## config.mk

```make
export PLATFORM = sky130hd
export DESIGN_NAME = alu_mc
export DESIGN_NICKNAME = d
export VERILOG_FILES = /design/src/rtl/alu_pkg.sv /design/src/rtl/alu_addsub.sv /design/src/rtl/alu_mc.sv
export SDC_FILE = /design/constraint.sdc
export NUM_CORES = 1
export LEC_CHECK = 0
export ABC_AREA = 1
export CAP_MARGIN = 20
export CORE_AREA = 2 2 183 149
export CTS_BUF_LIST = sky130_fd_sc_hd__clkbuf_4 sky130_fd_sc_hd__clkbuf_8 sky130_fd_sc_hd__clkbuf_16
export DETAILED_ROUTE_END_ITERATION = 7
export DIE_AREA = 0 0 185 151
export DONT_BUFFER_PORTS = 1
export PLACE_DENSITY = 0.7
export SLEW_MARGIN = 20
export SYNTH_ARGS = -nofsm -noshare
export SYNTH_HDL_FRONTEND = slang
export SYNTH_SLANG_ARGS = --single-unit
```

## constraint.sdc

```tcl
create_clock -name clk -period 6.45 [get_ports clk]
set_input_delay 0 -clock clk [delete_from_list [all_inputs] [get_ports clk]]
set_output_delay 0 -clock clk [all_outputs]
set_load 0.05 [all_outputs]
```

## src/rtl/alu_pkg.sv

```systemverilog
// Shared opcode encodings, flag bit positions and FSM state type for the
// multi-cycle ALU.
package alu_pkg;

    localparam logic [2:0] ALU_ADD = 3'b000;
    localparam logic [2:0] ALU_SUB = 3'b001;
    localparam logic [2:0] ALU_AND = 3'b010;
    localparam logic [2:0] ALU_ORR = 3'b011;
    localparam logic [2:0] ALU_EOR = 3'b100;
    localparam logic [2:0] ALU_ADC = 3'b101;
    localparam logic [2:0] ALU_MUL = 3'b110;
    localparam logic [2:0] ALU_SBC = 3'b111;

    localparam int FLAG_N = 3;
    localparam int FLAG_Z = 2;
    localparam int FLAG_C = 1;
    localparam int FLAG_V = 0;

    typedef enum logic [1:0] {
        S_IDLE,
        S_BUSY,
        S_DONE
    } state_t;

endpackage

```

## src/rtl/alu_addsub.sv

```systemverilog
// Shared WIDTH+1-bit adder for ADD/SUB/ADC/SBC; subtraction adds ~B plus
// the supplied carry, so C=1 means "no borrow".
module alu_addsub #(
    parameter int WIDTH = 32
) (
    input  logic [WIDTH-1:0] A,
    input  logic [WIDTH-1:0] B,
    input  logic             cin,
    input  logic             sub,
    output logic [WIDTH-1:0] sum,
    output logic             cout,
    output logic             ovf
);

    logic [WIDTH-1:0] b_eff;
    logic [WIDTH:0]   full;

    assign b_eff = sub ? ~B : B;
    assign full  = {1'b0, A} + {1'b0, b_eff} + {{WIDTH{1'b0}}, cin};
    assign sum   = full[WIDTH-1:0];
    assign cout  = full[WIDTH];
    // Signed overflow: operands agree in sign but the result does not.
    assign ovf   = (A[WIDTH-1] == b_eff[WIDTH-1]) && (full[WIDTH-1] != A[WIDTH-1]);

endmodule

```

## src/rtl/alu_mc.sv

```systemverilog
// Multi-cycle ALU with valid/ready on both sides: single-cycle logic/arith
// ops plus an iterative shift-add multiplier; result and flags are registered.
module alu_mc
    import alu_pkg::*;
#(
    parameter int WIDTH  = 32,   // must be >= 4
    parameter bit MUL_EN = 1'b1
) (
    input  logic             clk,
    input  logic             rst_n,
    input  logic             in_valid,
    output logic             in_ready,
    input  logic [WIDTH-1:0] SrcA,
    input  logic [WIDTH-1:0] SrcB,
    input  logic [2:0]       ALUControl,
    input  logic             CarryIn,
    output logic             out_valid,
    input  logic             out_ready,
    output logic [WIDTH-1:0] ALUResult,
    output logic [3:0]       ALUFlag
);

    localparam int CW = $clog2(WIDTH);

    state_t           state;
    logic [WIDTH-1:0] a_sh, b_sh, acc;
    logic [CW-1:0]    count;

    logic [WIDTH-1:0] as_sum;
    logic             as_cout, as_ovf, as_cin, as_sub;
    logic [WIDTH-1:0] res_c, acc_sum;
    logic [3:0]       flags_c, mul_flags;
    logic             c_c, v_c;
    logic             accept, is_mul;

    assign in_ready = (state == S_IDLE) | ((state == S_DONE) & out_ready);
    assign accept   = in_valid & in_ready;
    assign is_mul   = MUL_EN && (ALUControl == ALU_MUL);

    assign as_sub = (ALUControl == ALU_SUB) || (ALUControl == ALU_SBC);
    assign as_cin = (ALUControl == ALU_ADD) ? 1'b0 :
                    (ALUControl == ALU_SUB) ? 1'b1 : CarryIn;

    alu_addsub #(.WIDTH(WIDTH)) u_addsub (
        .A    (SrcA),
        .B    (SrcB),
        .cin  (as_cin),
        .sub  (as_sub),
        .sum  (as_sum),
        .cout (as_cout),
        .ovf  (as_ovf)
    );

    assign acc_sum = acc + (b_sh[0] ? a_sh : '0);

    // NOTE: every signal written here gets a default first so no latch is inferred.
    always_comb begin
        res_c = '0;
        c_c   = 1'b0;
        v_c   = 1'b0;
        case (ALUControl)
            ALU_ADD, ALU_SUB, ALU_ADC, ALU_SBC: begin
                res_c = as_sum;
                c_c   = as_cout;
                v_c   = as_ovf;
            end
            ALU_AND: res_c = SrcA & SrcB;
            ALU_ORR: res_c = SrcA | SrcB;
            ALU_EOR: res_c = SrcA ^ SrcB;
            default: res_c = '0;   // MUL reaches here only when it is illegal
        endcase

        flags_c         = '0;
        flags_c[FLAG_N] = res_c[WIDTH-1];
        flags_c[FLAG_Z] = (res_c == '0);
        flags_c[FLAG_C] = c_c;
        flags_c[FLAG_V] = v_c;

        mul_flags         = '0;
        mul_flags[FLAG_N] = acc_sum[WIDTH-1];
        mul_flags[FLAG_Z] = (acc_sum == '0);
    end

    // NOTE: sequential state uses non-blocking assignments so every register
    // samples pre-edge values regardless of statement order.
    always_ff @(posedge clk or negedge rst_n) begin
        if (!rst_n) begin
            state     <= S_IDLE;
            out_valid <= 1'b0;
            ALUResult <= '0;
            ALUFlag   <= '0;
            a_sh      <= '0;
            b_sh      <= '0;
            acc       <= '0;
            count     <= '0;
        end else begin
            case (state)
                S_IDLE, S_DONE: begin
                    if (accept) begin
                        if (is_mul) begin
                            state     <= S_BUSY;
                            out_valid <= 1'b0;
                            a_sh      <= SrcA;
                            b_sh      <= SrcB;
                            acc       <= '0;
                            count     <= CW'(WIDTH - 1);
                        end else begin
                            state     <= S_DONE;
                            out_valid <= 1'b1;
                            ALUResult <= res_c;
                            ALUFlag   <= flags_c;
                        end
                    end else if ((state == S_DONE) && out_ready) begin
                        state     <= S_IDLE;
                        out_valid <= 1'b0;
                    end
                end
                S_BUSY: begin
                    acc   <= acc_sum;
                    a_sh  <= a_sh << 1;
                    b_sh  <= b_sh >> 1;
                    count <= count - 1'b1;
                    // Always runs the full WIDTH iterations for a fixed latency.
                    if (count == '0) begin
                        state     <= S_DONE;
                        out_valid <= 1'b1;
                        ALUResult <= acc_sum;
                        ALUFlag   <= mul_flags;
                    end
                end
                default: state <= S_IDLE;
            endcase
        end
    end

endmodule
```

Word-level counts from Yosys, hierarchy flattened

Index checks and enable logic that the tools add are counted.
W data, S select, Z words.

Add/subtract/negate cells: 4
Equal/unequal tests: 16
Muxes and demuxes: 37
Bitwise gates (word level): 7
Reductions and logical operators: 15

Operator list:

| cell                  | count |
|---|---|
| $mux W32              | 11 |
| $pmux W32 S2          | 4 |
| $pmux W32 S4          | 1 |
| $logic_not A32 Y1     | 2 |
| $add A32 B32 Y33      | 1 |
| $add A33 B1 Y33       | 1 |
| $add A32 B32 Y32      | 1 |
| $and A32 B32 Y32      | 1 |
| $not A32 Y32          | 1 |
| $or A32 B32 Y32       | 1 |
| $xor A32 B32 Y32      | 1 |
| $eq A3 B3 Y1 const B  | 4 |
| $mux W4               | 3 |
| $mux W5               | 2 |
| $pmux W5 S2           | 1 |
| $mux W1               | 8 |
| $mux W2               | 4 |
| $ne A2 B2 Y1 const B  | 4 |
| $pmux W4 S2           | 1 |
| $eq A3 B2 Y1 const B  | 2 |
| $reduce_and A3 Y1     | 2 |
| $logic_not A5 Y1      | 1 |
| $sub A5 B1 Y5 const B | 1 |
| $pmux W2 S2           | 1 |
| 18 further kinds      | 20 |

Register bits: 140
Bits of input ports: 72
Word-level logic and storage cells: 87

Longest topological paths before layout

Gate-level depths: netlist of the first run.

Depth in word-level cells: 11
Depth in mapped cells: 27

Modules after synthesis

From an unflattened synthesis of the first run, not the netlist that was laid out.

Cells, all modules: 2042
Area, all modules: 13113.8 µm²

By module, submodules not included:

| module     | instances | cells an instance | area an instance (µm²) | sequential area each (µm²) |
|---|---|---|---|---|
| alu_mc     | 1         | 1568              | 10507.6                | 3478.3 |
| alu_addsub | 1         | 474               | 2606.2                 | 0.0 |

Least setup slack after synthesis of the first run

No wires, ideal clock.

Path type: input to register
Start: input port ALUControl[1]
End: register ALUFlag[2]
Library setup time: 66 ps
Arrival: 2616 ps
Slack: 3768 ps
Stages on the path: 22
Buffers on the path: 2
Cell sequence: buf_2 nand2_1 o21ai_1 buf_2 xor2_1 ha_1 nand2_1 inv_1 a21oi_1 nor2_1 nor2_1 nand2_1 or2_2 nand3_1 nand2_1 nor2_1 nand2_1 nor2_1 nand3_1 nand2_1 nand2_1 nand2_1

Longest elaborated chain between the ends: 10
Elaborated cells between the ends (all ways): 22

RTL lines:

| item                                                | line                                     | text |
|---|---|---|
| start, declared                                     | alu_mc.sv:15                             | `input logic [2:0] ALUControl,` |
| $eq A3 B1 Y1 / $eq A3 B3 Y1 (equally long branches) | alu_mc.sv:40, alu_mc.sv:42, alu_mc.sv:61 |  |
| $logic_or A1 B1 Y1                                  | alu_mc.sv:40                             | `assign as_sub = (ALUControl == ALU_SUB) \|\| (ALUControl == ALU_SBC);` |
| $mux W32                                            | alu_addsub.sv:18                         | `assign b_eff = sub ? ~B : B;` |
| $add A32 B32 Y33                                    | alu_addsub.sv:19                         | `assign full = {1'b0, A} + {1'b0, b_eff} + {{WIDTH{1'b0}}, cin};` |
| $add A33 B1 Y33                                     | alu_addsub.sv:19                         |  |
| $pmux W32 S4                                        | alu_mc.sv:61                             | `case (ALUControl)` |
| $logic_not A32 Y1                                   | alu_mc.sv:75                             | `flags_c[FLAG_Z] = (res_c == '0);` |
| $mux W4                                             | alu_mc.sv:100                            | `if (is_mul) begin` |
| $mux W4                                             | alu_mc.sv:99                             | `if (accept) begin` |
| $pmux W4 S2                                         | alu_mc.sv:97                             | `case (state)` |
| end signal, assigned                                | alu_mc.sv:111                            | `ALUFlag <= flags_c;` |
| end signal, assigned                                | alu_mc.sv:128                            | `ALUFlag <= mul_flags;` |
| end, declared                                       | alu_mc.sv:20                             | `output logic [3:0] ALUFlag` |

Parallel ways exist; a longest one is shown, timed or not. The select of a mux whose other input is x is not followed.
A chain may end at the register's enable or synchronous reset.

Worst setup path in the final report of the first run

Start: register state[1]
End: register count[4]

Longest elaborated chain between the ends: 6
Elaborated cells between the ends (all ways): 12

RTL lines:

| item                          | line          | text |
|---|---|---|
| start, declared               | alu_mc.sv:25  | `state_t state;` |
| start signal, assigned        | alu_mc.sv:88  | `state <= S_IDLE;` |
| start signal, assigned        | alu_mc.sv:101 | `state <= S_BUSY;` |
| start signal, assigned        | alu_mc.sv:108 | `state <= S_DONE;` |
| $eq A2 B2 Y1                  | alu_mc.sv:36  | `assign in_ready = (state == S_IDLE) \| ((state == S_DONE) & out_ready);` |
| $and A1 B1 Y1                 | alu_mc.sv:36  |  |
| $or A1 B1 Y1 *                | alu_mc.sv:36  |  |
| named net in_ready            | alu_mc.sv:12  | `output logic in_ready,` |
| $and A1 B1 Y1 *               | alu_mc.sv:37  | `assign accept = in_valid & in_ready;` |
| $ne A2 B2 Y1 (no line) *      | --            |  |
| $reduce_and A3 Y1 (no line) * | --            |  |
| end signal, assigned          | alu_mc.sv:106 | `count <= CW'(WIDTH - 1);` |
| end signal, assigned          | alu_mc.sv:122 | `count <= count - 1'b1;` |
| end, declared                 | alu_mc.sv:27  | `logic [CW-1:0] count;` |

The timed path passes the listed nets; every way through them passes the cells marked *.

==> results of run 1 <==
## state kept, by name (all words and copies together), names as in the netlist
register	count
state	2
ALUResult	32
count	5
a_sh	32
b_sh	32
acc	32
out_valid	1
ALUFlag	3
## final cells by class
| class | count | area, sq um | share of cell area (%) |
|---|---|---|---|
| Multi-Input combinational cell | 1465 | 7900 | 54.6 |
| Sequential cell | 139 | 3480 | 24.1 |
| Inverter | 339 | 1270 | 8.80 |
| Timing Repair Buffer | 78 | 773 | 5.35 |
| Tap cell | 357 | 447 | 3.09 |
| Clock buffer | 17 | 425 | 2.94 |
| Clock inverter | 15 | 158 | 1.09 |
| Antenna cell | 2 | 5.00 | 0.0346 |
## power by group
group	switching, mW	total (mW)	internal, mW
sequential	0.729	1.98	1.25
combinational	1.54	2.40	0.863
clock	0.446	0.992	0.546
## Yosys cell counts (all sizes together)
master	n	area, sq um
nor3	10	50.1
o211a	2	20.0
nand3	110	551
xor2	38	333
o21bai	6	45.0
buf	25	146
nand2	664	2500
a21o	2	15.0
a22oi	6	45.0
clkbuf	33	124
a221oi	23	208
and2	3	18.8
nor2	196	741
a31oi	25	156
a21oi	87	435
dfrtp	139	3480
nor4	5	31.3
o211ai	17	128
o221ai	28	245
nand4	24	150
o21ai	43	219
o21a	1	7.51
nand3b	11	82.6
inv	339	1270
a22o	1	8.76
xnor2	5	43.8
ha	128	1600
a32o	3	30.0
or2	9	56.3
fa	3	60.1
o22ai	15	93.8
## worst paths after layout
path,startpoint,cells past startpoint,slack (ps),endpoint
max in group asynchronous,rst_n,2,5600,acc[31]
hold reg to reg,b_sh[19],2,480,b_sh[18]
setup reg to reg,state[1],13,2240,count[4]
hold / removal,in_valid,4,30,acc[2]
setup / recovery,state[1],13,2240,count[4]
min in group asynchronous,rst_n,2,250,acc[6]
## kinds of logic after synthesis
logic type,count (synthesis)
AO/OA/AOI/OAI,259
XOR/XNOR,43
adder cells (fa/ha/maj),131
buffers and inverters,397
flip-flops,139
AND/OR/NAND/NOR,1032
## routing by layer
| layer | up-vias | global-route usage [%] | wire (um) |
|---|---|---|---|
| met2 | 572 | 48.6 | 18500 |
| met5 | - | 0 | 0 |
| met1 | 6099 | 41.3 | 18400 |
| met3 | 97 | 7.24 | 4070 |
| met4 | 0 | 12.3 | 1470 |
| li1 | 6477 | - | - |
## critical path, cell delays in order (launching register included)
cell,delay [ps]
dfrtp_1,420
inv_1,110
nor2_1,70
nor2_1,740
nand2_1,140
nor2_2,120
buf_4,280
nor2_4,40
buf_4,330
inv_1,920
nand2_1,170
or2_0,290
o21ai_0,220
nand3_1,100
## stage by stage
step	setup WS, ps	area [sq um]	hold slack, ps
floorplan	3770	12900	-296
global placement	2550	13200	-291
detailed placement	2440	13200	-290
CTS	2360	14500	23.1
global route	2040	14500	50.9
finish	2240	14500	25.7
## what timing repair did
item	4_1_cts	5_1_grt
endpoints found under the hold margin	206	0
gates resized for setup	0	0
hold buffers	68	0
==> results.md, run 1 <==
- Largest family of logic cells by synthesized area: simple AND/OR/NAND/NOR gates
- Worst Path Max Fanout: 70
- Fill count: 2,620
- Fin. Hold Viols: 0
- H-tree depth: 4
- Commonest cells after routing, fill and taps aside: nand2_1, inv_1, nor2_1
- Placed instance count: 2,310
- Setup CP Type: reg2reg
- Setup-failing EPs final: 0
- Mux cell area share after synthesis: 0%
- Compound-cell area share of the yosys netlist: 12.8%
- Vias: 13,200
- Rows: 53
- Synthesis-to-layout area growth: 12.2%
- Die H: 151 um
- Worst endpoint required time: 6720 ps
- Chip width: 185 um
- Min cycle time layout: 4210 ps
- Final Core Density: 55.6%
- Max clock buf depth: 2
- Vias in the first global route: 12,500
- WL per Instance: 17.6 um
- Core area: 26,000 sq um
- CP endpoint kind: register
- Layout cells sized above 1: 3.26%
- Initial Util: 49.6%
- Critical Path AT: 4480 ps
- Sequential fraction of the synthesis area: 27.0%
- Total chip power: 5.37 mW
- Maximum vdd drop: 0.366 mV
- Maxcap violations: 0
- Final Cycle Share: 65.3%
- Buffers on Ports: 0
- CTS tree: built
- Clock skew: 8.53 ps
- Root Driver: clkbuf_16
- Syn_nets: 2,204
- Total negative slack: 0 ps
- First-pass GRT wire length: 66,700 um
- Slew Limit Fails: 0
- First-pass iteration count of the detailed router: 8
- Nets: 2,243
- Slew @ Worst Pin: 1090 ps
- Worst Setup Start Kind: register
- Max Freq: 237 MHz
- RSZ-0062 raised after global routing: no
- Gate Count Post-Synth: 2,001
- Flops & latches, synth: 139
- Gr ovfl total: 0
- Total global routing track utilization: 31.0%
- # IOs: 110
- Hpwl dp: 31,900 um
- Iter 0 DRT Violations: 1,382
- Largest net degree at the start of global routing: 140
- Outcome: finished with violations
- Inserted Clock Buffers: 17
- Yosys warns: 0
- Initial antenna violation count: 0
- XOR/XNOR Fraction of Synth Area: 2.92%
- Simple-gate share of the synthesized area: 32.4%
- Number of distinct library cells after synthesis: 41
- Max transition margin: 27.6%
- Leak pwr: 8.10 nW
- Routed wire length: 42,500 um
- Setup bufs post-CTS: 0
- Drt via density: 5.49
- Clk_lat worst skew: 440 ps
- Final ANT Viol Nets: 0
- Failing checks: DRC
- Type of the worst min-delay path: in2reg
- Final Non-Filler Cells: 2,412
- Most common cell after layout, fill and taps aside: nand2_1
- Clk pin slew, worst setup/hold paths: 70 ps
- Gpl congestion: 0.982
- Die Area: 27,900 sq um
- PwrDens: 371 nW/um^2
- Clk sinks: 139
- Synth Area in Adders: 12.9%
- Post-Syn Area: 12,900 sq um
- Drt drc: 2
- Post-Syn Area per Cell: 6.44 sq um
No activity file was read; power rests on OpenSTA's default activity.
==> run 2: changes to the inputs <==
--- a/config.mk
+++ b/config.mk
@@ -5,14 +5,14 @@
 export SDC_FILE = /design/constraint.sdc
 export NUM_CORES = 1
 export LEC_CHECK = 0
-export ABC_AREA = 1
+export ABC_AREA = 0
 export CAP_MARGIN = 20
-export CORE_AREA = 2 2 183 149
+export CORE_AREA = 2 2 177 144
 export CTS_BUF_LIST = sky130_fd_sc_hd__clkbuf_4 sky130_fd_sc_hd__clkbuf_8 sky130_fd_sc_hd__clkbuf_16
 export DETAILED_ROUTE_END_ITERATION = 7
-export DIE_AREA = 0 0 185 151
+export DIE_AREA = 0 0 179 146
 export DONT_BUFFER_PORTS = 1
-export PLACE_DENSITY = 0.7
+export PLACE_DENSITY = 0.73
 export SLEW_MARGIN = 20
 export SYNTH_ARGS = -nofsm -noshare
 export SYNTH_HDL_FRONTEND = slang
==> constraint.sdc (replaced) <==
create_clock -name clk -period 3.5 [get_ports clk]
set_input_delay 0 -clock clk [delete_from_list [all_inputs] [get_ports clk]]
set_output_delay 0 -clock clk [all_outputs]
set_load 0.05 [all_outputs]
==> run 2 against run 1 <==
The run ends with setup timing left. Sequential cell count stayed put. Fmax up 12%. Via count shrank 7.2%. Critical endpoint is now ALUFlag[2]. Highest routed layer unchanged.
==> results.md, run 2 <==
- Outcome: finished with violations
- Failing checks: setup timing
- WL per Instance: 19.4 um
- Critical hold path startpoint: in_valid
- Clock skew: 11.6 ps
- Worst Path Max Fanout: 15
- Yosys warns: 0
- Max Freq: 266 MHz
- Final ANT Viol Nets: 0
- Hold worst-path end: acc[8]
- CP top delay family: simple AND/OR/NAND/NOR gates
- Post-synth top area share: 29.0%
- Iter 0 DRT Violations: 1,214
- Syn_nets: 1,684
- PwrDens: 709 nW/um^2
- Placed Area: 13,900 sq um
- Fin. Hold Viols: 0
- Post-synth EDFFs: 0
- Count leader, synth: nand2_1
- Top cells by count, synth: nand2_1, dfrtp_1, ha_1
- Power share of the sequential group: 30.1%
- Gr ovfl total: 0
- Gpl congestion: 0.944
- Max stage delay on crit path: 560 ps
- Reg area: 3480 sq um
- Inserted Clock Buffers: 17
- Total global routing track utilization: 30.9%
- Max transition margin: 37.7%
- M3 GR Usage: 7.26%
- Synth area leaders: dfrtp_1, ha_1, nand2_1
- Max clock buf depth: 2
- Sequential fraction of the synthesis area: 29.0%
- Nets: 1,939
- Slew Limit Fails: 0
- Worst endpoint required time: 3840 ps
- Clk_lat worst skew: 440 ps
- Drt via density: 5.94
- Synthesis-to-layout area growth: 29.3%
- Clk pin slew, worst setup/hold paths: 60 ps
- Asr flop ratio synth: 100%
- Vias: 12,300
- Cell Chain, Critical Path: buf_8 > and2_1 > ha_4 > a21o_1 > a31o_1 > buf_4 > a22o_1 > a31oi_1 > o21ai_0 > xor2_1 > or4bb_1 > nor4b_4 > and4_1 > a21oi_1 > o31ai_2
- M1 GR Usage: 44.8%
- Design Area, Final: 15,500 sq um
- Hpwl dp: 28,900 um
- Maxcap violations: 0
- Top FF cell, synth: dfrtp_1
- NetSw: 4.90 mW
- Clk sinks: 139
- Total negative slack: -285 ps
- Die Area: 26,100 sq um
- Leak pwr: 7.59 nW
- Fin worst setup slack: -255 ps
- Chip width: 179 um
- Critical R2R Capture: ALUFlag[2]
- Largest net degree at the start of global routing: 140
- Most common cell after layout, fill and taps aside: buf_4
- First-pass iteration count of the detailed router: 6
- Die H: 146 um
- Root Driver: clkbuf_16
- WP buf/inv: 2
- Critical Path AT: 4090 ps
- RSZ-0062 raised after global routing: yes
- Buffers on Ports: 0
- Post-Syn Area per Cell: 8.09 sq um
- R2R depth: 15
- Setup CP Type: reg2reg
- Multi-input logic area: 8060 sq um
- Grt peak-use layer: met2
- Setup-failing EPs final: 2
- Layout cells sized above 1: 19.7%
- Gate Count Post-Synth: 1,481
- Rows: 51
- Routed wire length: 40,100 um
- Register-to-register setup slack: -260 ps
- Initial antenna violation count: 1
- Cell internal pwr: 6.09 mW
- Crit Reg-Reg Startpoint: b_sh[0]
- Type of the worst min-delay path: in2reg
- Flops & latches, synth: 139
- CP max-delay cell: or4bb_1
- Met2 usage: 46.3%
- First-pass GRT wire length: 63,500 um
- Clk pwr share: 15.9%
- Fill count: 1,966
- CP endpoint kind: register
- Commonest cells after routing, fill and taps aside: buf_4, nand2_1, dfrtp_1
- H-tree depth: 4
- Maximum vdd drop: 0.308 mV
- Worst Setup Start Kind: register
- Post-Syn Area: 12,000 sq um
- CTS tree: built
- Initial Util: 49.5%
- Slew @ Worst Pin: 934 ps
- Combinational Power Share: 54.0%
- Number of distinct library cells after synthesis: 83
- Final Cycle Share: 107%
- Core area: 24,200 sq um
- Antenna diode instance count: 0
- Largest area contributor in the netlist: dfrtp_1
- Net Sw Frac: 44.6%
- WHS Path Cells: 3
- Min cycle time layout: 3760 ps
- Vias in the first global route: 11,700
- Drt drc: 0
- # IOs: 110
run 2: cell types whose count changed after synthesis, sizes merged, moves of 20 or more:
cell	delta
o221ai	-27
nand3	-76
mux2i	+20
and2	+40
o21ai	+48
nor2	-85
a211oi	+28
xnor2	+56
clkbuf	+36
inv	-245
a21o	+26
nand2	-461
a22oi	+51
run 2: power by group through the flow:
stage | sequential, mW | clock (mW) | combinational [mW]
3_3_place_gp | 3.28 | 0 | 5.19
6_report | 3.31 | 1.75 | 5.93
5_1_grt | 3.39 | 1.83 | 6.44
3_5_place_dp | 3.30 | 0 | 5.30
2_1_floorplan | 3.15 | 0 | 3.19
4_1_cts | 3.30 | 1.76 | 5.70
run 2: area by class of cell:
type	instances	share of cell area (%)
Inverter	94	2.28
Clock inverter	14	0.735
Clock buffer	18	2.79
Sequential cell	139	22.5
Timing Repair Buffer	323	17.1
Tap cell	318	2.57
Multi-Input combinational cell	1161	52.0
run 2: through the flow:
stage	hold slack, ps	utilization [%]	setup WS (ps)	std cells	power (mW)
finish	11.3	64.1	-255	2067	11.0
global route	52.4	64.1	-390	2067	11.7
CTS	7.07	63.6	-177	2065	10.8
detailed placement	-292	57.6	-627	1958	8.60
global placement	-291	57.6	-557	1958	8.47
floorplan	-296	-	-759	1481	6.34
run 2: worst register-to-register path, delay by kind of cell, from the launching register on:
| kind | cells | cell delay [ps] |
|---|---|---|
| adders and majority gates | 1 | 240 |
| DFF | 1 | 470 |
| and+or+nand+nor | 4 | 1310 |
| buffers and inverters | 2 | 300 |
| AOI/OAI and AO/OA | 7 | 1170 |
| xor gates and xnor gates | 1 | 170 |
run 2: kinds of logic after synthesis:
| kind of cell | count (synthesis) | share of synthesized area [%] |
|---|---|---|
| xor gates and xnor gates | 86 | 6.29 |
| DFF | 139 | 29.0 |
| adders and majority gates | 131 | 13.9 |
| and+or+nand+nor | 495 | 19.2 |
| muxes | 23 | 1.95 |
| AOI/OAI and AO/OA | 426 | 23.7 |
| buffers and inverters | 181 | 5.92 |
run 2: layer usage:
layer  vias to the layer above  routed length [um]
met1                      5839               17600
li1                       5771                   -
met5                         -                   0
met2                       615               17600
met4                         0                 681
met3                        62                4280
run 2: how the worst max path moves through the flow:
stage	endpoint	startpoint	slack [ps]	cells after the start
floorplan	ALUFlag[2]	ALUControl[0]	-760	19
global placement	ALUFlag[2]	ALUControl[2]	-560	16
detailed placement	ALUFlag[2]	ALUControl[2]	-630	16
CTS	ALUFlag[2]	b_sh[0]	-180	14
global route	ALUFlag[2]	ALUControl[2]	-390	16
finish	ALUFlag[2]	b_sh[0]	-260	15
run 2: what timing repair did:
| action | 4_1_cts | 5_1_grt |
|---|---|---|
| buffers inserted | 5 | 2 |
| gates cloned | 1 | 0 |
| resized for setup | 23 | 19 |
| hold buffers | 69 | 0 |
| endpoints found under the hold margin | 208 | 0 |
| endpoints found under the setup margin | 3 | 11 |
| pin swaps | 14 | 10 |
